[src/rtl/processing_unit_p_pkg.sv]
// rtl/processing_unit_p_pkg.sv - shared select codes, opcodes and flag positions for processing_unit_p
package processing_unit_p_pkg;

    typedef enum logic [1:0] {
        BUS2_ALU  = 2'd0,
        BUS2_BUS1 = 2'd1,
        BUS2_MEM  = 2'd2,
        BUS2_ZERO = 2'd3
    } bus2_sel_e;

    // bus_1 special sources sit just above the general registers
    localparam int SEL1_PC_OFS = 0;
    localparam int SEL1_SP_OFS = 1;
    localparam int SEL1_Y_OFS  = 2;

    localparam int OP_ADD = 1;
    localparam int OP_SUB = 2;
    localparam int OP_AND = 3;
    localparam int OP_NOT = 4;

    localparam int FLAG_Z = 3;
    localparam int FLAG_N = 2;
    localparam int FLAG_C = 1;
    localparam int FLAG_V = 0;

endpackage

[src/rtl/processing_unit_p_alu_flags.sv]
// rtl/processing_unit_p_alu_flags.sv - combinational ALU producing result and {Z,N,C,V}
import processing_unit_p_pkg::*;

module alu_flags_p #(
    parameter int WORD_SIZE = 16,
    parameter int OP_SIZE   = 5
) (
    input  logic [WORD_SIZE-1:0] a,
    input  logic [WORD_SIZE-1:0] b,
    input  logic [OP_SIZE-1:0]   opcode,
    output logic [WORD_SIZE-1:0] result,
    output logic [3:0]           flags
);

    localparam int MSB = WORD_SIZE - 1;

    logic [WORD_SIZE:0] wide;
    logic               carry;
    logic               ovf;

    always_comb begin
        wide   = '0;
        result = '0;
        carry  = 1'b0;
        ovf    = 1'b0;
        case (opcode)
            OP_SIZE'(OP_ADD): begin
                wide   = {1'b0, a} + {1'b0, b};
                result = wide[MSB:0];
                carry  = wide[WORD_SIZE];
                ovf    = (a[MSB] == b[MSB]) && (result[MSB] != a[MSB]);
            end
            OP_SIZE'(OP_SUB): begin
                // top bit of the widened difference is the borrow
                wide   = {1'b0, a} - {1'b0, b};
                result = wide[MSB:0];
                carry  = wide[WORD_SIZE];
                ovf    = (a[MSB] != b[MSB]) && (result[MSB] != a[MSB]);
            end
            OP_SIZE'(OP_AND): result = a & b;
            OP_SIZE'(OP_NOT): result = ~b;
            default: result = '0;
        endcase
        flags         = '0;
        flags[FLAG_Z] = (result == '0);
        flags[FLAG_N] = result[MSB];
        flags[FLAG_C] = carry;
        flags[FLAG_V] = ovf;
    end

endmodule

[src/rtl/processing_unit_p.sv]
// rtl/processing_unit_p.sv - two-bus datapath with register file, PC, stack pointer and memory stall
import processing_unit_p_pkg::*;

module processing_unit_p #(
    parameter int                   WORD_SIZE   = 16,
    parameter int                   NUM_REGS    = 8,
    parameter int                   OP_SIZE     = 5,
    parameter logic [WORD_SIZE-1:0] RESET_PC    = '0,
    parameter logic [WORD_SIZE-1:0] STACK_TOP   = WORD_SIZE'(16'hFFFF),
    parameter logic [WORD_SIZE-1:0] STACK_LIMIT = WORD_SIZE'(16'hFF00)
) (
    input  logic                 clk,
    input  logic                 rst,
    input  logic [WORD_SIZE-1:0] mem_word,
    input  logic                 mem_ready,
    input  logic [4:0]           sel_bus_1,
    input  logic [1:0]           sel_bus_2,
    input  logic                 load_reg,
    input  logic [3:0]           reg_idx,
    input  logic                 load_PC,
    input  logic                 inc_PC,
    input  logic                 load_SP,
    input  logic                 push_SP,
    input  logic                 pop_SP,
    input  logic                 load_IR,
    input  logic                 load_add_R,
    input  logic                 load_reg_Y,
    input  logic                 load_flags,
    output logic [WORD_SIZE-1:0] instruction,
    output logic [WORD_SIZE-1:0] address,
    output logic [WORD_SIZE-1:0] bus_1,
    output logic [3:0]           flags,
    output logic                 stack_err,
    output logic                 stalled
);

    localparam logic [4:0] SEL_PC = 5'(NUM_REGS + SEL1_PC_OFS);
    localparam logic [4:0] SEL_SP = 5'(NUM_REGS + SEL1_SP_OFS);
    localparam logic [4:0] SEL_Y  = 5'(NUM_REGS + SEL1_Y_OFS);

    logic [WORD_SIZE-1:0] regs_q [NUM_REGS];
    logic [WORD_SIZE-1:0] regs_d [NUM_REGS];
    logic [WORD_SIZE-1:0] pc_q, pc_d, sp_q, sp_d, y_q, y_d, ir_q, ir_d, addr_q, addr_d;
    logic [3:0]           flags_q, flags_d;
    logic                 err_q, err_d;
    logic [WORD_SIZE-1:0] bus_2, alu_result;
    logic [3:0]           alu_flags;

    alu_flags_p #(.WORD_SIZE(WORD_SIZE), .OP_SIZE(OP_SIZE)) u_alu (
        .a      (y_q),
        .b      (bus_1),
        .opcode (ir_q[WORD_SIZE-1 -: OP_SIZE]),
        .result (alu_result),
        .flags  (alu_flags)
    );

    always_comb begin
        bus_1 = '0;
        for (int i = 0; i < NUM_REGS; i++) begin
            if (sel_bus_1 == 5'(i)) bus_1 = regs_q[i];
        end
        if (sel_bus_1 == SEL_PC) bus_1 = pc_q;
        if (sel_bus_1 == SEL_SP) bus_1 = sp_q;
        if (sel_bus_1 == SEL_Y)  bus_1 = y_q;
    end

    always_comb begin
        case (bus2_sel_e'(sel_bus_2))
            BUS2_ALU:  bus_2 = alu_result;
            BUS2_BUS1: bus_2 = bus_1;
            BUS2_MEM:  bus_2 = mem_word;
            default:   bus_2 = '0;
        endcase
    end

    assign stalled = (bus2_sel_e'(sel_bus_2) == BUS2_MEM) && !mem_ready;

    always_comb begin
        regs_d  = regs_q;
        pc_d    = pc_q;
        sp_d    = sp_q;
        y_d     = y_q;
        ir_d    = ir_q;
        addr_d  = addr_q;
        flags_d = flags_q;
        err_d   = err_q;
        // a stall freezes every state element; control holds its inputs meanwhile
        if (!stalled) begin
            for (int i = 0; i < NUM_REGS; i++) begin
                if (load_reg && reg_idx == 4'(i)) regs_d[i] = bus_2;
            end
            if (load_IR)    ir_d    = bus_2;
            if (load_add_R) addr_d  = bus_2;
            if (load_reg_Y) y_d     = bus_2;
            if (load_flags) flags_d = alu_flags;

            if (load_PC)     pc_d = bus_2;
            else if (inc_PC) pc_d = pc_q + 1'b1;

            if (load_SP) begin
                sp_d = bus_2;
            end else if (push_SP && !pop_SP) begin
                if (sp_q == STACK_LIMIT) err_d = 1'b1;
                else                     sp_d  = sp_q - 1'b1;
            end else if (pop_SP && !push_SP) begin
                if (sp_q == STACK_TOP) err_d = 1'b1;
                else                   sp_d  = sp_q + 1'b1;
            end
        end
    end

    always_ff @(posedge clk or posedge rst) begin
        if (rst) begin
            for (int i = 0; i < NUM_REGS; i++) regs_q[i] <= '0;
            pc_q    <= RESET_PC;
            sp_q    <= STACK_TOP;
            y_q     <= '0;
            ir_q    <= '0;
            addr_q  <= '0;
            flags_q <= '0;
            err_q   <= 1'b0;
        end else begin
            regs_q  <= regs_d;
            pc_q    <= pc_d;
            sp_q    <= sp_d;
            y_q     <= y_d;
            ir_q    <= ir_d;
            addr_q  <= addr_d;
            flags_q <= flags_d;
            err_q   <= err_d;
        end
    end

    assign instruction = ir_q;
    assign address     = addr_q;
    assign flags       = flags_q;
    assign stack_err   = err_q;

endmodule
[config.mk]
export PLATFORM = sky130hd
export DESIGN_NAME = processing_unit_p
export DESIGN_NICKNAME = d
export VERILOG_FILES = /design/src/rtl/processing_unit_p_pkg.sv /design/src/rtl/processing_unit_p_alu_flags.sv /design/src/rtl/processing_unit_p.sv
export SDC_FILE = /design/constraint.sdc
export NUM_CORES = 1
export LEC_CHECK = 0
export BUFFER_PORTS_ARGS = -buffer_cell sky130_fd_sc_hd__buf_4
export CORE_MARGIN = 1.5
export CORE_UTILIZATION = 44
export DETAILED_ROUTE_END_ITERATION = 10
export GPL_TIMING_DRIVEN = 0
export PLACE_DENSITY_LB_ADDON = 0.12
export SLEW_MARGIN = 20
export SYNTH_ARGS = -nofsm -noshare
export SYNTH_HDL_FRONTEND = slang
export SYNTH_SLANG_ARGS = --single-unit
[constraint.sdc]
create_clock -name clk -period 15.3 [get_ports clk]
set_input_delay 4.59 -clock clk [delete_from_list [all_inputs] [get_ports clk]]
set_output_delay 4.59 -clock clk [all_outputs]
set_load 0.005 [all_outputs]
### Yosys cells after proc, flatten, opt, wreduce, memory -nomap -nowiden

Cells that the tools add are included.

* flip-flop bits (word level): 213
* word-level logic and storage cells: 121

* multiplexer cells: 26
* equal/unequal tests: 32
* bitwise gates (word level): 4
* add/subtract/negate cells: 5
* reduce and logical (&&, ||, !) cells: 39

Operators with widths (count)
* $mux 16: 18
* $pmux 16 s4: 1
* $pmux 16 s3: 1
* $add 16x1->16 const B: 2
* $eq 16x16->1 const B: 2
* $reduce_and 2->1: 13
* $eq 5x3->1 const B: 5
* $eq 5x2->1 const B: 4
* $add 16x16->17: 1
* $sub 16x16->17: 1
* $and 16x16->16: 1
* $eq 4x3->1 const B: 4
* $logic_not 16->1: 1
* $not 16->16: 1
* $sub 16x1->16 const B: 1
* $eq 5x4->1 const B: 3
* $logic_and 1x1->1: 13
* $eq 5x1->1 const B: 2
* $eq 4x2->1 const B: 2
* $ne 3x3->1 const B: 2
* $reduce_bool 2->1: 3
* $logic_not 5->1: 1
* $reduce_and 5->1: 1
* $eq 4x1->1 const B: 1
* 13 further kinds: 22

### Logic depth before layout (Yosys ltp)

Gate-level depths: netlist of the first run.

* word-level depth: 16
* depth in mapped cells: 21

### Cells and area by module

A second synthesis of the first run with hierarchy kept.

* cell total of the unflattened synthesis: 1568
* area total of the unflattened synthesis: 13455.4 um^2

By module, submodules not included
* processing_unit_p: cells each 1228, area each 11202.0 um^2, times used 1
* alu_flags_p: cells each 340, area each 2253.4 um^2, times used 1

### Worst setup path before layout of the first run

Ideal clock, no wire load.

* kind: input -> output
* from: input port sel_bus_1[0]
* to: output port bus_1[7]
* arrival time: 6.106 ns
* data required time: 10.710 ns
* buffers on the path: 3
* stages: 8
* slack: 4.604 ns
* path through: buf_6 -> buf_12 -> buf_12 -> mux4_2 -> nor2_1 -> a311oi_1 -> o31ai_1 -> o21ai_0

* cells in the longest elaborated chain, start to end: 12
* elaborated cells between the ends (all ways): 22
* classes of those cells: 10 x eq/ne; 11 x mux; 1 x reduce/logical

RTL lines
* start, declared: line processing_unit_p.sv:16 `input logic [4:0] sel_bus_1,`
* $logic_not 5->1: line processing_unit_p.sv:60 `if (sel_bus_1 == 5'(i)) bus_1 = regs_q[i];`
* $mux 16 (8 in series): line processing_unit_p.sv:60
* $mux 16: line processing_unit_p.sv:62 `if (sel_bus_1 == SEL_PC) bus_1 = pc_q;`
* $mux 16: line processing_unit_p.sv:63 `if (sel_bus_1 == SEL_SP) bus_1 = sp_q;`
* $mux 16 (*): line processing_unit_p.sv:64 `if (sel_bus_1 == SEL_Y) bus_1 = y_q;`
* end, declared: line processing_unit_p.sv:31 `output logic [WORD_SIZE-1:0] bus_1,`

Every way passes the cells marked *; elsewhere a longest branch is shown, timed or not.

### Worst setup path in the final report of the first run

* from: input port sel_bus_1[1]
* to: output port bus_1[7]

Same word-level chain as after synthesis.

==> run_results.csv, run 1 <==
group,metric,value,unit
run_status,run_status,"finished clean",
detailed_routing,drtIter0Drc,1586,
cells_and_area,layout_commonest_cell,"sky130_fd_sc_hd__nand2_1",
synth,syn-mean-instance-area,8.82,um2
timing,maxClockFrequency,0.0854,GHz
timing,timing.setup.tns,0,ps
worst_setup_path,regToRegSetupSlack,9260,ps
floorplanning,floorplan.initialDensity,0.451,
pwr,peakVddDrop,96.0,uV
timing,final_skew,25.9,ps
clock_tree,tritoncts,"done",
clock_tree,htreeDepth,1,
synth,mappedNetlistArea,13500,um2
detailed_routing,via_count,12900,
hold_path,hold_path_startpoint,"stack_err",
timing,drv_slew,0,
detailed_routing,remaining_drc_errors,0,
clock_tree,numCtsBuffers,24,
hold_path,timing.hold.worst.class,"reg2reg",
clock_tree,clock_latency,550,ps
timing,final_worst_path_period_share,0.765,
cells_and_area,final_net_count,1747,
pwr,power.internal,1.33,mW
detailed_routing,antenna_left,0,
hold_path,count_of_cells_along_the_worst_hold_path,2,
worst_setup_path,critPathLaunchType,"input pin",
place,placed_cells,2013,
clock_tree,post_cts_hold_buffer_count,0,
pwr,switching_fraction,0.360,
synth,synth.yosys.warnings,0,
detailed_routing,finalWirelength,51100,um
global_route,grt_pass1_vias,12200,
timing,timing.max_slew.rel_slack,0.186,
floorplanning,ports,94,
worst_setup_path,regToRegStartpoint,"regs_q[71]",
synth,cell_variety_after_synth,104,
synth,async_reset_ff_frac,1.00,
clock_tree,cts.path.max_buffers,3,
hold_path,whs_endpoint,"stack_err",
floorplanning,die_w,178,um
timing,final.min_clock_period,11710,ps
floorplanning,die_area,31800,um2
pwr,share_clk_of_total_power,0.296,
floorplanning,core.rowCount,63,
cells_and_area,most-common-layout-cells,"sky130_fd_sc_hd__nand2_1, sky130_fd_sc_hd__dfrtp_1, sky130_fd_sc_hd__o21ai_0",
place,postPlaceCellArea,14700,um2
worst_setup_path,critical_path_required,10710,ps
detailed_routing,detail_route.wl_per_cell,24.9,um
synth,synth-seq-cells,213,
job,cap_violations,0,
detailed_routing,detail_route.vias_per_cell,6.25,
synth,syn-num-nets,1629,
timing,max_slew.worst_pin.slew,1220,ps
pwr,comb_power_share,0.316,
global_route,grt_max_degree,98,
global_route,grt_first_pass_wirelength,76600,um
global_route,grt.overflow.total,0,
floorplanning,floorplan.die.height,178,um
worst_setup_path,timing.critical_path.fanout_max,10,
cells_and_area,stdcell_area,15600,um2
worst_setup_path,timing.critical_path.to_type,"output port",
clock_tree,post-cts-setup-buffers,0,
cells_and_area,layout_cell_share_with_drive_strength_beyond_1,0.156,
worst_setup_path,path_type_of_the_worst_setup_path,"in2out",
worst_setup_path,timing.reg2reg.worst_path_depth,17,
place,placement.io_buffers,90,
synth,synth_edf_count,0,
detailed_routing,detail_route.first_pass.iterations,6,
synth,synth_seq_area_share,0.396,
place,place_hpwl,37600,um
pwr,power.density_cell_area,134,nW/um2
synth,area_fraction_of_the_dominant_cell_type_after_synthesis,0.365,
timing,final.hold.worst_slack,471,ps
clock_tree,cts.reportedPaths.clkPinSlew,60,ps
clock_tree,root_buffer_cell,"sky130_fd_sc_hd__clkbuf_16",
timing,rsz0062_at_grt,"false",
timing,report.final.setup_viol,0,
global_route,initial_antenna_violation_count,0,
pwr,leakagePower,6.75,nW
floorplanning,core_area,30000,um2
place,routability_congestion_estimate,0.978,
pwr,power.net_switching,0.751,mW
worst_setup_path,arrival,7120,ps
cells_and_area,area_growth_syn_to_layout,15.4,%
synth,synth_ff_type,"sky130_fd_sc_hd__dfrtp_1",
clock_tree,ctsResizeCount,0,
global_route,gr-usage-all-layers,0.326,
synth,syn_inst,1531,
synth,synth_top_area_cell,"sky130_fd_sc_hd__dfrtp_1",
synth,ys_top_cells_by_area,"sky130_fd_sc_hd__dfrtp_1, sky130_fd_sc_hd__nand2_1, sky130_fd_sc_hd__o21ai_0",
cells_and_area,layout.cells.non_filler,2056,
pwr,share_seq_of_total_power,0.388,
timing,report.final.hold_viol_count,0,
clock_tree,numClockSinks,213,
worst_setup_path,r2r-end,"regs_q[78]",
state kept, by name, indices dropped and copies added (netlist names):
signal	count
stack_err	1
y_q	16
pc_q	16
regs_q	128
address	16
flags	4
instruction	16
sp_q	16
Yosys cell counts, drive strengths merged, types with 17 or more instances:
master / instances
a21oi: 114
nor3: 36
dfrtp: 197
inv: 50
ha: 55
mux4: 17
nand2: 224
o21ai: 207
mux2i: 23
mux2: 23
nor2: 108
buf: 38
clkbuf: 76
o22ai: 19
worst max-delay path: stages:
cell and delay, ps:
sky130_fd_sc_hd__buf_4 200, sky130_fd_sc_hd__buf_4 280, sky130_fd_sc_hd__buf_2 380, sky130_fd_sc_hd__mux4_2 390
sky130_fd_sc_hd__nor2_1 120, sky130_fd_sc_hd__a311oi_1 90, sky130_fd_sc_hd__o31ai_1 430, sky130_fd_sc_hd__o21ai_0 360
sky130_fd_sc_hd__buf_4 250
how the worst max path moves through the flow:
| stage | from | endpoint | slack [ps] | cells after the start |
|---|---|---|---|---|
| 4_1_cts | sel_bus_1[1] | bus_1[7] | 3730 | 9 |
| 5_1_grt | sel_bus_1[1] | bus_1[7] | 3480 | 9 |
| 3_5_place_dp | sel_bus_1[1] | bus_1[7] | 3730 | 9 |
| 6_report | sel_bus_1[1] | bus_1[7] | 3590 | 9 |
| 2_1_floorplan | sel_bus_1[0] | bus_1[7] | 4600 | 8 |
| 3_3_place_gp | rst | stack_err | 2300 | 2 |
per-layer routing:
metal / wire length [um] / share of wire / vias up / global-route usage
li1: - / - / 5819 / -
met1: 22000 / 0.43 / 6319 / 0.454
met2: 22600 / 0.44 / 591 / 0.499
met3: 3730 / 0.073 / 128 / 0.0422
met4: 2850 / 0.056 / 0 / 0.162
met5: 0 / 0 / - / 0
layout make-up:
class                   count  area, um2
diodes                      1       2.50
plain buffers             114        553
clock buffers              36        716
clock inverters             6        133
fillers                  2860      14400
inverters                  50        195
multi-input cells        1154       7420
flip-flops and latches    213       5350
well taps                 390        488
repair buffers             92        731
per-stage QoR:
step | setup slack [ps] | utilization | power, mW
6_report | 3590 | 0.520 | 2.08
5_1_grt | 3480 | 0.520 | 2.18
4_1_cts | 3730 | 0.520 | 2.07
3_5_place_dp | 3730 | 0.492 | 1.46
3_3_place_gp | 2300 | 0.490 | 1.45
2_1_floorplan | 4600 | - | 1.21
cells by family after synthesis:
family                   count (synthesis)  share of synthesized area
AO/OA/AOI/OAI                          521                      0.247
AND/OR/NAND/NOR                        494                      0.171
flip-flops                             213                      0.396
buffers and inverters                  164                     0.0548
multiplexers                            63                     0.0646
adder cells (fa/ha/maj)                 58                     0.0554
XOR/XNOR                                18                     0.0117
power groups by stage:
stage | Sequential [mW] | Combinational (mW) | Clock (mW)
6_report | 0.808 | 0.659 | 0.617
5_1_grt | 0.817 | 0.722 | 0.645
4_1_cts | 0.802 | 0.648 | 0.623
3_5_place_dp | 0.811 | 0.645 | 0
3_3_place_gp | 0.809 | 0.637 | 0
2_1_floorplan | 0.764 | 0.445 | 0
(Power assumes the default switching activity.)
==> inputs of run 2 (changes only) <==
--- a/config.mk
+++ b/config.mk
@@ -5,6 +5,7 @@
 export SDC_FILE = /design/constraint.sdc
 export NUM_CORES = 1
 export LEC_CHECK = 0
+export ABC_AREA = 1
 export BUFFER_PORTS_ARGS = -buffer_cell sky130_fd_sc_hd__buf_4
 export CORE_MARGIN = 1.5
 export CORE_UTILIZATION = 44
==> constraint.sdc (replaced) <==
create_clock -name clk -period 10.65 [get_ports clk]
set_input_delay 3.195 -clock clk [delete_from_list [all_inputs] [get_ports clk]]
set_output_delay 3.195 -clock clk [all_outputs]
set_load 0.005 [all_outputs]
==> run 2 against run 1 <==
  * Synthesized area rose by 1.4%
  * Routed wire length fell by 5.1%
  * Register-to-register slack got worse by 3300 ps
  * Total power rose by 32%
  * Via count rose by 2.2%
  * Global-route usage fell by 2.9 points
  * Clock skew fell by 12 ps
  * Combinational power rose by 24%
  * Clock-buffer cell count rose by 3
==> run_results.csv, run 2 <==
group,metric,value,unit
global_route,grt_max_degree,90,
timing,final.min_clock_period,8540,ps
place,dp_slack,2180,ps
cells_and_area,layout_commonest_cell,"sky130_fd_sc_hd__nand2_1",
cells_and_area,final_net_count,2066,
detailed_routing,via_count,13100,
synth,synth_top_area_cell,"sky130_fd_sc_hd__dfrtp_1",
clock_tree,clock_latency,530,ps
clock_tree,post-cts-setup-buffers,0,
synth,syn_inst,1845,
synth,synth_edf_count,0,
pwr,power.density_cell_area,175,nW/um2
synth,ys_top_cells_by_count,"sky130_fd_sc_hd__nand2_1, sky130_fd_sc_hd__dfrtp_1, sky130_fd_sc_hd__inv_1, sky130_fd_sc_hd__nor2_1, sky130_fd_sc_hd__o21ai_0",
worst_setup_path,arrival,5350,ps
global_route,grt.overflow.total,0,
cells_and_area,number_of_flip_flops_in_the_largest_register,128,
global_route,initial_antenna_violation_count,2,
detailed_routing,detail_route.wl_per_cell,20.4,um
worst_setup_path,path_type_of_the_worst_setup_path,"in2out",
global_route,grt_first_pass_wirelength,73900,um
hold_path,timing.hold.worst.class,"reg2reg",
floorplanning,die_area,32200,um2
timing,setup_slack,2110,ps
cells_and_area,insertedDiodeCount,0,
synth,mappedNetlistArea,13700,um2
synth,async_reset_ff_frac,1.00,
floorplanning,ports,94,
global_route,grt_pass1_vias,12200,
place,placement.io_buffers,93,
worst_setup_path,timing.critical_path.to_type,"output port",
job,cap_violations,0,
detailed_routing,detail_route.vias_per_cell,5.52,
cells_and_area,layout_cell_share_with_drive_strength_beyond_1,0.154,
detailed_routing,drtIter0Drc,1493,
timing,maxClockFrequency,0.117,GHz
clock_tree,root_buffer_cell,"sky130_fd_sc_hd__clkbuf_16",
clock_tree,tritoncts,"done",
detailed_routing,remaining_drc_errors,0,
timing,report.final.hold_viol_count,0,
cells_and_area,final.fill_count,3050,
pwr,leakagePower,7.82,nW
timing,max_slew.worst_pin.slew,1090,ps
synth,synth_ff_type,"sky130_fd_sc_hd__dfrtp_1",
clock_tree,ctsResizeCount,0,
cells_and_area,most-common-layout-cells,"sky130_fd_sc_hd__nand2_1, sky130_fd_sc_hd__dfrtp_1, sky130_fd_sc_hd__inv_1",
worst_setup_path,critPathLaunchType,"input pin",
timing,timing.max_slew.rel_slack,0.269,
timing,final_worst_path_period_share,0.802,
cells_and_area,largest_register,"regs_q",
place,placed_cells,2337,
synth,cell_variety_after_synth,52,
place,place_hpwl,36200,um
synth,ys_top_cells_by_area,"sky130_fd_sc_hd__dfrtp_1, sky130_fd_sc_hd__nand2_1, sky130_fd_sc_hd__o21ai_0",
cells_and_area,area_growth_syn_to_layout,15.1,%
run_status,run_status,"finished clean",
clock_tree,cts.reportedPaths.clkPinSlew,50,ps
floorplanning,core_area,30600,um2
detailed_routing,detail_route.first_pass.iterations,6,
floorplanning,floorplan.die.height,179,um
synth,synth_seq_area_share,0.390,
synth,synth-seq-cells,213,
floorplanning,core.rowCount,64,
clock_tree,numClockSinks,213,
detailed_routing,antenna_left,0,
global_route,gr-usage-all-layers,0.297,
timing,rsz0062_at_grt,"false",
timing,final_skew,13.8,ps
synth,post-synth-top-count-cell,"sky130_fd_sc_hd__nand2_1",
timing,drv_slew,0,
clock_tree,numCtsBuffers,25,
hold_path,count_of_cells_along_the_worst_hold_path,2,
pwr,design_power_total,2.75,mW
synth,area_fraction_of_the_dominant_cell_type_after_synthesis,0.360,
worst_setup_path,timing.reg2reg.worst_path_depth,29,
cells_and_area,layout.cells.non_filler,2381,
worst_setup_path,critical_path_required,7460,ps
timing,final.hold.worst_slack,476,ps
clock_tree,htreeDepth,1,
synth,syn-num-nets,1943,
floorplanning,floorplan.initialDensity,0.448,
clock_tree,cts.path.max_buffers,3,
place,routability_congestion_estimate,0.956,
timing,timing.setup.tns,0,ps
floorplanning,die_w,179,um
worst_setup_path,timing.critical_path.fanout_max,10,
pwr,peakVddDrop,129,uV
clock_tree,post_cts_hold_buffer_count,0,
detailed_routing,finalWirelength,48500,um
synth,synth.yosys.warnings,0,
synth,syn-mean-instance-area,7.43,um2
timing,report.final.setup_viol,0,
## run 2: cell count changes after synthesis, sizes merged, moves of 21 or more
cell,change
a21oi,-37
a31oi,+31
clkbuf,-45
inv,+163
mux2,+30
mux2i,-23
nand2,+336
nand3,+68
nand4,+35
nor2,+68
nor3,-21
o21ai,-37
## run 2: power breakdown
part | switching, mW | total, mW | internal, mW | leakage (nW)
combinational | 0.528 | 0.815 | 0.287 | 4.75
sequential | 0.103 | 1.09 | 0.984 | 2.68
clock | 0.348 | 0.853 | 0.505 | 0.398
total | 0.979 | 2.75 | 1.78 | 7.82
## run 2: path summary, 6_finish.rpt
| kind | endpoint | start | slack [ps] |
|---|---|---|---|
| max in group asynchronous | instruction[7] | rst | 6820 |
| worst min register to register | instruction[4] | instruction[4] | 480 |
| min in group asynchronous | stack_err | rst | 2630 |
| worst max register to register | regs_q[110] | regs_q[96] | 5950 |
| worst max-delay path | bus_1[10] | sel_bus_1[3] | 2110 |
| worst min-delay path | instruction[4] | instruction[4] | 480 |
## run 2: cells by family after synthesis
| kind of cell | synth area share |
|---|---|
| buffers and inverters | 0.0833 |
| adder cells (fa/ha/maj) | 0.0546 |
| multiplexers | 0.0436 |
| flip-flops | 0.390 |
| XOR/XNOR | 0.0173 |
| AND/OR/NAND/NOR | 0.280 |
| AO/OA/AOI/OAI | 0.131 |
## run 2: critical path: stages
cell and delay, ps:
sky130_fd_sc_hd__buf_4 140, sky130_fd_sc_hd__nor2_4 170, sky130_fd_sc_hd__nand2_4 110, sky130_fd_sc_hd__nor2_2 150, sky130_fd_sc_hd__buf_4 190, sky130_fd_sc_hd__nand2_1 150, sky130_fd_sc_hd__nand2_1 120, sky130_fd_sc_hd__nand4_1 190
sky130_fd_sc_hd__nand2_1 180, sky130_fd_sc_hd__nand4_1 260, sky130_fd_sc_hd__nand2_1 260, sky130_fd_sc_hd__inv_1 110, sky130_fd_sc_hd__buf_4 140
## run 2: final cells by class
type                            count  area [um2]  share of cell area
Timing Repair Buffer               96         758              0.0481
Sequential cell                   213        5350               0.339
Clock buffer                       39         748              0.0474
Clock inverter                      5        57.6             0.00365
Buffer                             63         320              0.0203
Tap cell                          396         495              0.0314
Inverter                          218         828              0.0525
Multi-Input combinational cell   1351        7220               0.458
## run 2: metal layers
layer / global-route usage / wire length, um / up-vias
met2: 0.448 / 21200 / 550
met4: 0.0850 / 1410 / 0
met5: 0 / 0 / -
met1: 0.428 / 21800 / 6243
met3: 0.0632 / 4130 / 79
li1: - / - / 6269
## run 2: stage by stage
step	area [um2]	util
finish	15800	0.516
floorplan	13700	-
detailed placement	15000	0.489
CTS	15800	0.516
global placement	14900	0.487
global route	15800	0.516
